===== config.mk =====
export PLATFORM = sky130hd
export DESIGN_NAME = id_ex_stage_reg
export DESIGN_NICKNAME = d
export VERILOG_FILES = /design/src/rtl/id_ex_stage_reg_pkg.sv /design/src/rtl/id_ex_stage_reg_load_use_detect.sv /design/src/rtl/id_ex_stage_reg.sv
export SDC_FILE = /design/constraint.sdc
export NUM_CORES = 1
export LEC_CHECK = 0
export BUFFER_PORTS_ARGS = -buffer_cell sky130_fd_sc_hd__buf_2
export CORE_AREA = 3 3 271 273
export CTS_CLUSTER_SIZE = 40
export DETAILED_ROUTE_END_ITERATION = 8
export DIE_AREA = 0 0 274 276
export MAX_ROUTING_LAYER = met4
export PLACE_DENSITY = 0.45
export SYNTH_ARGS = -nofsm -noshare
export SYNTH_HDL_FRONTEND = slang
export SYNTH_HIERARCHICAL = 1
export SYNTH_SLANG_ARGS = --single-unit

===== constraint.sdc =====
create_clock -name clk -period 2.95 [get_ports clk]
set_input_delay 0.295 -clock clk [delete_from_list [all_inputs] [get_ports clk]]
set_output_delay 0.295 -clock clk [all_outputs]
set_load 0.1 [all_outputs]

===== src/rtl/id_ex_stage_reg_pkg.sv =====
// rtl/id_ex_stage_reg_pkg.sv - shared widths for the ID/EX pipeline register
// Purpose: default bus widths used by id_ex_stage_reg and load_use_detect.
// Ports: none (package).
package id_ex_stage_reg_pkg;

    localparam int unsigned DATA_W_DEF = 64;  // operand / immediate width
    localparam int unsigned ADDR_W_DEF = 64;  // PC width
    localparam int unsigned REG_AW_DEF = 5;   // register index width
    localparam int unsigned CTRL_W_DEF = 32;  // decoded control bundle width
    localparam int unsigned CNT_W_DEF  = 32;  // stall counter width
    localparam int unsigned INST_W     = 32;  // raw instruction width

endpackage


===== src/rtl/id_ex_stage_reg_load_use_detect.sv =====
// rtl/id_ex_stage_reg_load_use_detect.sv - combinational load-use hazard compare
// Purpose: flags an ID instruction that reads the destination of a load still in EX.
// Ports:
//   id_valid_i              ID holds a valid instruction
//   ex_valid_i              EX entry valid
//   ex_mem_read_i           EX entry is a load
//   ex_rd_we_i              EX entry writes its destination
//   ex_rd_addr_i            EX destination index
//   rs1_addr_i / rs1_re_i   ID source 1 index / used
//   rs2_addr_i / rs2_re_i   ID source 2 index / used
//   hazard_o                load-use hazard this cycle
module load_use_detect
    import id_ex_stage_reg_pkg::*;
#(
    parameter int unsigned REG_AW = REG_AW_DEF
) (
    input  logic              id_valid_i,
    input  logic              ex_valid_i,
    input  logic              ex_mem_read_i,
    input  logic              ex_rd_we_i,
    input  logic [REG_AW-1:0] ex_rd_addr_i,
    input  logic [REG_AW-1:0] rs1_addr_i,
    input  logic              rs1_re_i,
    input  logic [REG_AW-1:0] rs2_addr_i,
    input  logic              rs2_re_i,
    output logic              hazard_o
);

    logic ex_load_live;
    logic rs1_hit;
    logic rs2_hit;

    // x0 is never a real producer, so a load to x0 cannot create a hazard.
    assign ex_load_live = ex_valid_i & ex_mem_read_i & ex_rd_we_i & (ex_rd_addr_i != '0);
    assign rs1_hit      = rs1_re_i & (rs1_addr_i == ex_rd_addr_i);
    assign rs2_hit      = rs2_re_i & (rs2_addr_i == ex_rd_addr_i);
    assign hazard_o     = id_valid_i & ex_load_live & (rs1_hit | rs2_hit);

endmodule


===== src/rtl/id_ex_stage_reg.sv =====
// rtl/id_ex_stage_reg.sv - ID/EX pipeline register with load-use bubble insertion
// Purpose: registers the decoded ID bundle into EX, inserts one bubble per load-use
//   pair, honours EX back-pressure and branch flush, counts inserted bubbles.
// Ports:
//   clk, rst                           clock, synchronous active-high reset
//   IdValidIn / IdReadyOut             ID handshake (IdReadyOut low holds ID)
//   PcIdIn .. Rs2DataFwdIn             ID instruction fields and forwarded operands
//   ExReadyIn                          EX consumes its entry this cycle
//   FlushIn                            ID instruction is wrong-path
//   ExValidOut .. Rs2DataExOut         registered EX entry
//   LoadUseStallOut                    hazard detected this cycle (combinational)
//   StallCountOut                      saturating count of load-use bubbles
module id_ex_stage_reg
    import id_ex_stage_reg_pkg::*;
#(
    parameter int unsigned DATA_W = DATA_W_DEF,
    parameter int unsigned ADDR_W = ADDR_W_DEF,
    parameter int unsigned REG_AW = REG_AW_DEF,
    parameter int unsigned CTRL_W = CTRL_W_DEF,
    parameter int unsigned CNT_W  = CNT_W_DEF
) (
    input  logic              clk,
    input  logic              rst,
    input  logic              IdValidIn,
    output logic              IdReadyOut,
    input  logic [ADDR_W-1:0] PcIdIn,
    input  logic [INST_W-1:0] InstIdIn,
    input  logic [CTRL_W-1:0] CtrlIdIn,
    input  logic [DATA_W-1:0] ImmIdIn,
    input  logic              MemReadIdIn,
    input  logic [REG_AW-1:0] RdAddrIdIn,
    input  logic              RdWriteEnableIdIn,
    input  logic [REG_AW-1:0] Rs1AddrIdIn,
    input  logic [REG_AW-1:0] Rs2AddrIdIn,
    input  logic              Rs1ReadEnableIdIn,
    input  logic              Rs2ReadEnableIdIn,
    input  logic [DATA_W-1:0] Rs1DataFwdIn,
    input  logic [DATA_W-1:0] Rs2DataFwdIn,
    input  logic              ExReadyIn,
    input  logic              FlushIn,
    output logic              ExValidOut,
    output logic [ADDR_W-1:0] PcExOut,
    output logic [INST_W-1:0] InstExOut,
    output logic [CTRL_W-1:0] CtrlExOut,
    output logic [DATA_W-1:0] ImmExOut,
    output logic              MemReadExOut,
    output logic [REG_AW-1:0] RdAddrExOut,
    output logic              RdWriteEnableExOut,
    output logic [DATA_W-1:0] Rs1DataExOut,
    output logic [DATA_W-1:0] Rs2DataExOut,
    output logic              LoadUseStallOut,
    output logic [CNT_W-1:0]  StallCountOut
);

    logic              valid_q, valid_d;
    logic [ADDR_W-1:0] pc_q, pc_d;
    logic [INST_W-1:0] inst_q, inst_d;
    logic [CTRL_W-1:0] ctrl_q, ctrl_d;
    logic [DATA_W-1:0] imm_q, imm_d;
    logic              mem_read_q, mem_read_d;
    logic [REG_AW-1:0] rd_addr_q, rd_addr_d;
    logic              rd_we_q, rd_we_d;
    logic [DATA_W-1:0] rs1_data_q, rs1_data_d;
    logic [DATA_W-1:0] rs2_data_q, rs2_data_d;
    logic [CNT_W-1:0]  stall_cnt_q, stall_cnt_d;

    logic adv;
    logic hazard;

    load_use_detect #(
        .REG_AW(REG_AW)
    ) u_load_use_detect (
        .id_valid_i    (IdValidIn),
        .ex_valid_i    (valid_q),
        .ex_mem_read_i (mem_read_q),
        .ex_rd_we_i    (rd_we_q),
        .ex_rd_addr_i  (rd_addr_q),
        .rs1_addr_i    (Rs1AddrIdIn),
        .rs1_re_i      (Rs1ReadEnableIdIn),
        .rs2_addr_i    (Rs2AddrIdIn),
        .rs2_re_i      (Rs2ReadEnableIdIn),
        .hazard_o      (hazard)
    );

    // The EX slot may be rewritten when it is empty or being consumed.
    assign adv             = ExReadyIn | ~valid_q;
    // A flush drops ID, so ID is consumed even when a hazard is present.
    assign IdReadyOut      = adv & (FlushIn | ~hazard);
    assign LoadUseStallOut = hazard;

    always_comb begin
        valid_d    = valid_q;
        pc_d       = pc_q;
        inst_d     = inst_q;
        ctrl_d     = ctrl_q;
        imm_d      = imm_q;
        mem_read_d = mem_read_q;
        rd_addr_d  = rd_addr_q;
        rd_we_d    = rd_we_q;
        rs1_data_d = rs1_data_q;
        rs2_data_d = rs2_data_q;
        if (adv) begin
            if (FlushIn | hazard) begin
                // Bubble: payload keeps its old value, only the control bits clear.
                valid_d    = 1'b0;
                mem_read_d = 1'b0;
                rd_we_d    = 1'b0;
            end else begin
                valid_d    = IdValidIn;
                pc_d       = PcIdIn;
                inst_d     = InstIdIn;
                ctrl_d     = CtrlIdIn;
                imm_d      = ImmIdIn;
                mem_read_d = IdValidIn & MemReadIdIn;
                rd_addr_d  = RdAddrIdIn;
                // Writes to x0 are squashed here so downstream never forwards x0.
                rd_we_d    = IdValidIn & RdWriteEnableIdIn & (RdAddrIdIn != '0);
                rs1_data_d = Rs1DataFwdIn;
                rs2_data_d = Rs2DataFwdIn;
            end
        end
    end

    always_ff @(posedge clk) begin
        if (rst) begin
            valid_q    <= 1'b0;
            pc_q       <= '0;
            inst_q     <= '0;
            ctrl_q     <= '0;
            imm_q      <= '0;
            mem_read_q <= 1'b0;
            rd_addr_q  <= '0;
            rd_we_q    <= 1'b0;
            rs1_data_q <= '0;
            rs2_data_q <= '0;
        end else begin
            valid_q    <= valid_d;
            pc_q       <= pc_d;
            inst_q     <= inst_d;
            ctrl_q     <= ctrl_d;
            imm_q      <= imm_d;
            mem_read_q <= mem_read_d;
            rd_addr_q  <= rd_addr_d;
            rd_we_q    <= rd_we_d;
            rs1_data_q <= rs1_data_d;
            rs2_data_q <= rs2_data_d;
        end
    end

    // Counts only bubbles caused by a hazard; flush bubbles are not stalls.
    always_comb begin
        stall_cnt_d = stall_cnt_q;
        if (adv & hazard & ~FlushIn & ~(&stall_cnt_q)) begin
            stall_cnt_d = stall_cnt_q + CNT_W'(1);
        end
    end

    always_ff @(posedge clk) begin
        if (rst) begin
            stall_cnt_q <= '0;
        end else begin
            stall_cnt_q <= stall_cnt_d;
        end
    end

    assign ExValidOut         = valid_q;
    assign PcExOut            = pc_q;
    assign InstExOut          = inst_q;
    assign CtrlExOut          = ctrl_q;
    assign ImmExOut           = imm_q;
    assign MemReadExOut       = mem_read_q;
    assign RdAddrExOut        = rd_addr_q;
    assign RdWriteEnableExOut = rd_we_q;
    assign Rs1DataExOut       = rs1_data_q;
    assign Rs2DataExOut       = rs2_data_q;
    assign StallCountOut      = stall_cnt_q;

endmodule


==> results of run 1 <==
-- area by class of cell --
class	instances	area (um^2)	area share (%)
Timing Repair Buffer	1085	7430	32.8
Sequential cell	360	7230	31.9
Multi-Input combinational cell	1174	5390	23.8
Clock buffer	66	1270	5.62
Tap cell	950	1190	5.24
Clock inverter	11	129	0.568
Inverter	8	30.0	0.132
Antenna cell	1	2.50	0.0110
-- registers in the layout (all words and copies together), names as in the netlist --
| signal | count |
|---|---|
| ImmExOut | 64 |
| PcExOut | 64 |
| Rs1DataExOut | 64 |
| Rs2DataExOut | 64 |
| CtrlExOut | 32 |
| InstExOut | 32 |
| StallCountOut | 32 |
| RdAddrExOut | 5 |
| ExValidOut | 1 |
| MemReadExOut | 1 |
| RdWriteEnableExOut | 1 |
-- metal layers --
metal  global-route usage, %  vias up  part of all wire [%]
li1                        -     7483                     -
met1                    15.9     6723                    41
met2                    24.3      507                    49
met3                    3.15      101                   6.9
met4                    5.00        0                   3.3
met5                       -        -                     0
-- through the flow --
stage	setup TNS, ns	power [mW]	cells	util [%]
finish	0	14.0	3655	31.8
global placement	0	8.53	3258	25.3
floorplan	-42.01	7.73	1657	-
global route	-0.0501	14.6	3655	31.8
detailed placement	-0.0249	8.53	3258	25.3
CTS	0	14.3	3649	31.7
-- where the power goes --
part,switching [mW],internal [mW]
Sequential,0.126,5.12
Clock,2.14,3.15
Combinational,2.64,0.865
-- Yosys cell counts, types with 5 or more instances --
cell and count:
nor3_1 8, nor2b_1 5, nor2_1 13, nor4_1 5, nand2_1 670, o31ai_1 11, or4_1 15, nand3_1 19
or3_1 14, dfxtp_1 360, nand4_1 7, inv_1 8, buf_1 6, xor2_1 9, clkbuf_1 109, o21ai_0 11
a21oi_1 353
-- critical path: cells and delay by family (launching register included) --
kind / cells / cell delay, ns
XOR/XNOR: 1 / 0.14
AND/OR/NAND/NOR: 6 / 1.84
AO/OA/AOI/OAI: 2 / 0.42
flip-flops: 1 / 0.36
-- worst paths after layout --
path | from | end
min | Rs2DataFwdIn[32] | Rs2DataExOut[32]
max | RdAddrExOut[1] | StallCountOut[28]
max reg2reg | RdAddrExOut[1] | StallCountOut[28]
min reg2reg | PcExOut[25] | PcExOut[25]
-- what timing repair did --
| item | CTS | global route |
|---|---|---|
| endpoints found under the setup margin | 1 | 18 |
| buffers inserted | 0 | 4 |
| hold endpoints to repair | 314 | 0 |
| pin swaps | 0 | 12 |
| gates cloned | 0 | 1 |
| gates resized for setup | 1 | 10 |
| hold buffers | 314 | 0 |
-- kinds of logic after synthesis --
logic type / after synthesis / synth area share (%)
AOI/OAI and AO/OA: 386 / 15.5
xor gates and xnor gates: 11 / 0.743
adders and majority gates: 1 / 0.0965
buffers and inverters: 124 / 3.60
DFF: 360 / 55.6
muxes: 4 / 0.338
and+or+nand+nor: 771 / 24.2
==> flow_summary_export.csv, run 1 <==
group,metric,value,unit
run_status,status,"complete, no violations",
flow_run,cap_violations,0,
logic_synthesis,synthTopCellsByArea,"dfxtp_1 56%, nand2_1 19%, a21oi_1 14%",
cells_and_area,drive_gt1_share,32.0,%
place,io_buffers,705,
cells_and_area,fill_cells,7670,
grt,grtUsageTotal,14.1,%
logic_synthesis,syn-cell-area,0.0130,mm^2
logic_synthesis,synth_ff_type,"dfxtp_1",
cts,clockBufferDepth,3,
pwr,power_density,619,mW/mm^2
worst_setup_path,cp_max_fo,5,
worst_setup_path,slowest_stage,"or4b_4",
place,gp_congestion,0.859,
timing,period_share,96.1,%
detailed_routing,drc,0,
timing,min_period,2.83,ns
cts,cts_made_buffers,43,
cells_and_area,fin_area,0.0227,mm^2
cells_and_area,syn_to_final_growth,74.9,%
worst_setup_path,max_stage_delay,0.58,ns
detailed_routing,totalWireLength,54900,um
die,initial_core_util,18.2,%
timing,max_freq,353,MHz
worst_setup_path,reg2regPathDepth,9,
timing,layout_setup_ws,0.116,ns
cts,clock-sinks,360,
worst_setup_path,setup.worst_path.class,"reg2reg",
logic_synthesis,synth_top_area_cell,"dfxtp_1",
detailed_routing,ant_nets,0,
die,die-area,0.0756,mm^2
cells_and_area,finalNetCount,3017,
logic_synthesis,yosysWarnings,6,
timing,fin_skew,0.0126,ns
die,io_pins,706,
die,fp.dieW,274,um
logic_synthesis,syn_nets,2002,
logic_synthesis,synth_edf_count,0,
worst_setup_path,crit_arrival,3.32,ns
worst_setup_path,r2r_slack,0.12,ns
worst_setup_path,startpoint_type,"register",
grt,grt_pass1_vias,15000,
logic_synthesis,synth_cell_type_count,39,
grt,grt_max_degree,91,
cts,clkTransAtPathRegs,0.05,ns
place,dp_slack,-0.0122,ns
place,dp_hpwl,39700,um
die,core_area,0.0714,mm^2
worst_setup_path,worstPathRequired,3.44,ns
detailed_routing,drt_iter0_drc,622,
detailed_routing,vias_per_cell,4.05,
pwr,vdd_drop_max,0.386,mV
grt,antenna_found_initial,1,
die,fp-row-count,98,
logic_synthesis,synth_cells,1657,
timing,drv_slew,0,
cts,cts_tree,"done",
cts,cts-root-buf,"clkbuf_16",
cells_and_area,layout_commonest_cell,"buf_2",
cts,htree_levels,2,
cts,clock_latency,0.56,ns
timing,tightest_slew,0.722,ns
timing,rsz0062_at_grt,"yes",
detailed_routing,vias,14800,
worst_setup_path,worstSetupEndpointType,"register",
logic_synthesis,synth_area_per_cell,7.82,um^2
grt,grt-ovfl-total,0,
logic_synthesis,yosysSeqAreaShare,55.6,%
die,die_y,276,um
place,place_area,0.0180,mm^2
grt,grt_first_pass_wirelength,83900,um
logic_synthesis,async_flop_share,0,%
timing,slew_headroom,51.9,%
timing,finalSetupViolCount,0,
detailed_routing,avgRoutedWirePerCell,15.0,um
hold_path,hold_depth,3,
pwr,power.leakage,10.3,nW
timing,hold-worst-slack,0.0391,ns
logic_synthesis,synth_seq_cells,360,
worst_setup_path,crit_path_cell_trace,"xor2_1 > nor4_1 > nand3_1 > a221oi_4 > nor2b_4 > nand3_2 > or4b_4 > or4_4 > a21oi_2",
logic_synthesis,yosys.area.top_type_share,55.6,%
cells_and_area,final_cell_mix,"703 x buf_2, 669 x nand2_1, 352 x dfxtp_1, 351 x a21oi_1, 314 x dlygate4sd3_1",
timing,hold_viol,0,
detailed_routing,first_pass_iters,5,
hold_path,hold_class,"in2reg",
(Power assumes the default switching activity.)
==> run 2, diff against run 1 <==
Settings changed: CELL_PAD_IN_SITES_DETAIL_PLACEMENT set to 1, CELL_PAD_IN_SITES_GLOBAL_PLACEMENT set to 1, CORE_AREA 3 3 271 273 to 3 3 277 279, DIE_AREA 0 0 274 276 to 0 0 280 282, PLACE_DENSITY 0.45 to 0.56, SETUP_SLACK_MARGIN set to 0.3.
==> flow_summary_export.csv, run 2 (synthesis gave the netlist of run 1 again) <==
group,metric,value,unit
run_status,status,"complete, no violations",
place,gp_congestion,0.820,
cts,cts-root-buf,"clkbuf_16",
cells_and_area,fin_area,0.0229,mm^2
timing,min_period,2.85,ns
die,die_y,282,um
grt,grtUsageTotal,14.8,%
timing,finalSetupViolCount,0,
cells_and_area,layout_commonest_cell,"buf_2",
timing,tightest_slew,0.643,ns
timing,rsz0062_at_grt,"yes",
cells_and_area,finalNetCount,3018,
cells_and_area,syn_to_final_growth,76.8,%
worst_setup_path,cp_max_fo,6,
flow_run,cap_violations,0,
die,die-area,0.0790,mm^2
timing,period_share,96.7,%
cells_and_area,fin_util,30.8,%
worst_setup_path,worstPathRequired,3.43,ns
cells_and_area,drive_gt1_share,32.9,%
place,dp_hpwl,42800,um
timing,layout_setup_ws,0.0964,ns
cts,cts_tree,"done",
detailed_routing,drc,0,
pwr,p_total,14.4,mW
place,dp_slack,-0.00369,ns
cells_and_area,final_cell_mix,"702 x buf_2, 668 x nand2_1, 352 x dfxtp_1, 341 x a21oi_1, 321 x dlygate4sd3_1",
detailed_routing,drt_iter0_drc,526,
die,io_pins,706,
cells_and_area,layoutNonFillerInstCount,3677,
cts,htree_levels,2,
worst_setup_path,worstSetupEndpointType,"register",
pwr,pwr-share-clk,38.9,%
pwr,p_sw_share,34.8,%
cells_and_area,fill_cells,8976,
detailed_routing,vias_per_cell,4.22,
timing,drv_slew,0,
cts,clock_latency,0.56,ns
worst_setup_path,crit_path_cell_trace,"xor2_1 > nor4_1 > nand3_1 > a221oi_4 > nor2b_4 > buf_6 > nand3_4 > or4b_4 > or4_4 > a21oi_2",
place,dp.cells,3264,
die,core_area,0.0744,mm^2
place,io_buffers,705,
timing,slew_headroom,57.2,%
place,place_area,0.0179,mm^2
pwr,combPwrFrac,24.5,%
cts,clockBufferDepth,3,
detailed_routing,avgRoutedWirePerCell,16.7,um
worst_setup_path,max_stage_delay,0.55,ns
pwr,p_int,9.39,mW
detailed_routing,totalWireLength,61500,um
cts,clkTransAtPathRegs,0.06,ns
worst_setup_path,path_buf_inv,1,
grt,met1_usage,15.3,%
worst_setup_path,critical_path.top_delay_family,"simple AND/OR/NAND/NOR gates",
pwr,power.leakage,10.4,nW
worst_setup_path,setup.worst_path.class,"reg2reg",
grt,antenna_found_initial,2,
timing,fin_skew,0.0127,ns
grt,busiest_layer,"met2",
timing,hold_viol,0,
grt,grt-ovfl-total,0,
grt,gr-usage-met2,26.6,%
pwr,vdd_drop_max,0.385,mV
worst_setup_path,startpoint_type,"register",
cts,cts_made_buffers,44,
die,initial_core_util,17.4,%
pwr,power_density,628,mW/mm^2
hold_path,hold_class,"in2reg",
grt,grt_max_degree,90,
detailed_routing,vias,15500,
grt,grt_first_pass_wirelength,91900,um
cts,clock-sinks,360,
detailed_routing,first_pass_iters,6,
worst_setup_path,crit_arrival,3.33,ns
timing,max_freq,350,MHz
grt,use_met3,3.57,%
grt,grt_pass1_vias,16800,
pwr,p_switching,5.01,mW
die,fp-row-count,100,
worst_setup_path,slowest_stage,"or4b_4",
detailed_routing,ant_nets,0,
timing,tns,0,ns
die,fp.dieW,280,um
timing,hold-worst-slack,0.0490,ns
pwr,seqPwrFrac,36.5,%
run 2: cell count changes in the layout (fill, tap and decap cells not counted), moves of 3 or more:
cell / delta
buf_6: +7
or4_1: -5
buf_4: -8
a21oi_1: -10
buf_12: -9
a21oi_2: +10
dlygate4sd3_1: +7
or3_1: -3
or4_4: +5
or3_4: +3
clkbuf_1: -7
run 2: metal layers:
layer	share of wire (%)	vias to the layer above
met3	6.2	167
li1	-	7484
met4	4.4	0
met1	38	7356
met5	0	-
met2	52	525
run 2: path summary, 6_finish.rpt:
check                                     from           endpoint  slack [ns]  cells after the start
worst min-delay path                PcIdIn[37]        PcExOut[37]        0.05                      3
worst max register to register  RdAddrExOut[3]  StallCountOut[28]         0.1                     10
worst min register to register     PcExOut[18]        PcExOut[18]        0.45                      2
worst max-delay path            RdAddrExOut[3]  StallCountOut[28]         0.1                     10
run 2: worst min-delay path, delay by kind of cell:
family	cells	cell delay, ns
buf+inv	1	0.09
simple gates	1	0.09
compound gates	1	0.07
run 2: cell type report:
class	instances	area (um^2)	area share (%)
timing repair buffer	1085	7430	32.4
sequential	360	7230	31.5
multi-input combinational	1174	5520	24.1
clock buffer	62	1300	5.67
tap	969	1210	5.29
clock inverter	16	190	0.830
inverter	8	30.0	0.131
antenna	3	7.51	0.0328
run 2: power groups by stage:
stage                     logic (mW)  registers, mW  clock network [mW]
after global routing            3.70           5.29                6.02
after detailed placement        3.16           5.36                   0
after global placement          3.13           5.35                   0
after CTS                       3.52           5.26                5.82
after floorplan                0.514           7.21                   0
final                           3.53           5.26                5.61
run 2: timing repair:
item,in CTS,in global routing
gates cloned,1,1
pin swaps,13,10
setup endpoints to repair,23,209
hold buffers,321,0
setup buffers,6,3
resized for setup,13,40
endpoints found under the hold margin,321,0
==> run 3, diff against run 2 <==
Settings changed: CORE_AREA 3 3 277 279 to 3 3 271 273, DIE_AREA 0 0 280 282 to 0 0 274 276.
Clock period 2.95 ns to 2.68 ns, I/O delays scaled along.
==> flow_summary_export.csv, run 3 (synthesis gave the netlist of run 1 again) <==
group,metric,value,unit
place,dp.cells,3270,
timing,period_share,107,%
hold_path,hold_class,"in2reg",
worst_setup_path,slowest_stage,"or4_1",
place,gp_congestion,0.817,
timing,tns,-1.83,ns
cts,cts_made_buffers,47,
cts,clock_latency,0.58,ns
timing,drv_slew,0,
worst_setup_path,setup.worst_path.class,"reg2reg",
run_status,violations,"setup timing",
cts,clkTransAtPathRegs,0.06,ns
detailed_routing,drt_iter0_drc,382,
pwr,combPwrFrac,24.8,%
flow_run,cap_violations,0,
cts,clockBufferDepth,3,
cts,clock-sinks,360,
detailed_routing,wl_met2,33000,um
cells_and_area,finalNetCount,3055,
pwr,p_sw_share,34.9,%
worst_setup_path,worstSetupEndpointType,"register",
worst_setup_path,worstPathRequired,3.18,ns
die,fp.dieW,274,um
grt,grt_max_degree,93,
place,place_area,0.0181,mm^2
pwr,pwr-share-clk,39.3,%
timing,min_period,2.87,ns
timing,max_freq,348,MHz
die,die_y,276,um
grt,grt_pass1_vias,17400,
pwr,p_int,10.5,mW
die,core_area,0.0714,mm^2
detailed_routing,vias_per_cell,4.25,
cells_and_area,layout_commonest_cell,"buf_2",
timing,tightest_slew,0.754,ns
timing,layout_setup_ws,-0.191,ns
detailed_routing,dr.max_layer_used,"met4",
cells_and_area,drive_gt1_share,33.4,%
grt,antenna_found_initial,4,
worst_setup_path,crit_path_cell_trace,"xor2_1 > nor4_1 > nand3_1 > a221oi_4 > nor2b_4 > nand4_1 > buf_4 > or3_4 > or4_1 > a21oi_2",
timing,hold_viol,0,
detailed_routing,ant_nets,0,
pwr,power_density,687,mW/mm^2
detailed_routing,met1_length,23900,um
timing,fin_skew,0.0170,ns
timing,finalSetupViolCount,13,
worst_setup_path,crit_cells,10,
place,dp_hpwl,45100,um
timing,rsz0062_at_grt,"yes",
cts,cts-root-buf,"clkbuf_16",
die,die-area,0.0756,mm^2
detailed_routing,avgRoutedWirePerCell,17.3,um
cells_and_area,fill_cells,8636,
grt,grt_first_pass_wirelength,97700,um
detailed_routing,totalWireLength,63800,um
die,initial_core_util,18.2,%
cells_and_area,fin_util,32.9,%
cts,htree_levels,2,
detailed_routing,vias,15700,
place,io_buffers,705,
worst_setup_path,reg2regPathDepth,10,
pwr,p_switching,5.62,mW
grt,grtUsageTotal,16.7,%
worst_setup_path,startpoint_type,"register",
cts,cts_tree,"done",
timing,slew_headroom,49.7,%
hold_path,hold_depth,3,
cells_and_area,layoutNonFillerInstCount,3698,
cells_and_area,final_cell_mix,"702 x buf_2, 668 x nand2_1, 352 x dfxtp_1, 345 x a21oi_1, 323 x dlygate4sd3_1",
grt,grt-ovfl-total,0,
detailed_routing,first_pass_iters,4,
pwr,power.leakage,10.7,nW
run_status,status,"finished with violations",
worst_setup_path,path_buf_inv,1,
pwr,vdd_drop_max,0.443,mV
die,io_pins,706,
worst_setup_path,crit_arrival,3.37,ns
detailed_routing,drc,0,
cells_and_area,fin_area,0.0235,mm^2
detailed_routing,met3_length,3830,um
worst_setup_path,cp_max_fo,5,
worst_setup_path,critical_path.top_delay_family,"simple AND/OR/NAND/NOR gates",
worst_setup_path,max_stage_delay,0.43,ns
cells_and_area,syn_to_final_growth,81.1,%
pwr,seqPwrFrac,35.9,%
place,dp_slack,-0.205,ns
die,fp-row-count,98,
[run 3: what timing repair did]
action / in CTS / in global routing
hold buffers: 323 / 0
cloned: 5 / 0
setup buffers: 11 / 2
endpoints found under the hold margin: 323 / 0
pin swaps: 14 / 18
endpoints found under the setup margin: 260 / 347
gates resized for setup: 38 / 26
[run 3: metrics by stage]
step,total power [mW],hold WS [ns]
global route,16.8,0.0112
CTS,16.4,0.00200
floorplan,8.51,0.394
global placement,9.39,0.438
finish,16.1,0.0437
detailed placement,9.43,0.443
[run 3: final timing paths]
kind	from	to	slack [ns]
min	InstIdIn[31]	InstExOut[31]	0.04
min reg2reg	ImmExOut[0]	ImmExOut[0]	0.45
max	RdAddrExOut[1]	StallCountOut[17]	-0.19
max reg2reg	RdAddrExOut[1]	StallCountOut[17]	-0.19
[run 3: layer usage]
metal | vias to the layer above | GRT usage, %
met5 | - | -
met4 | 0 | 7.49
met3 | 169 | 3.77
met2 | 501 | 30.7
met1 | 7505 | 16.7
li1 | 7558 | -
[run 3: area by class of cell]
type                    count  area [um^2]  share of cell area (%)
repair buffers           1119         7930                    33.8
flip-flops and latches    360         7230                    30.8
multi-input cells        1174         5540                    23.6
clock buffers              75         1420                    6.07
well taps                 950         1190                    5.06
clock inverters            11          131                   0.560
inverters                   8         30.0                   0.128
diodes                      1         2.50                  0.0107
[run 3: power by group through the flow]
stage | Clock, mW | Combinational, mW | Sequential (mW)
floorplan | 0 | 0.566 | 7.94
global placement | 0 | 3.50 | 5.89
detailed placement | 0 | 3.53 | 5.90
CTS | 6.58 | 4.01 | 5.79
global route | 6.81 | 4.19 | 5.82
finish | 6.33 | 4.00 | 5.79
[run 3: worst min-delay path, cell delays in order]
cell and delay [ns]:
buf_2 0.10, nand2_1 0.11, a21oi_1 0.08
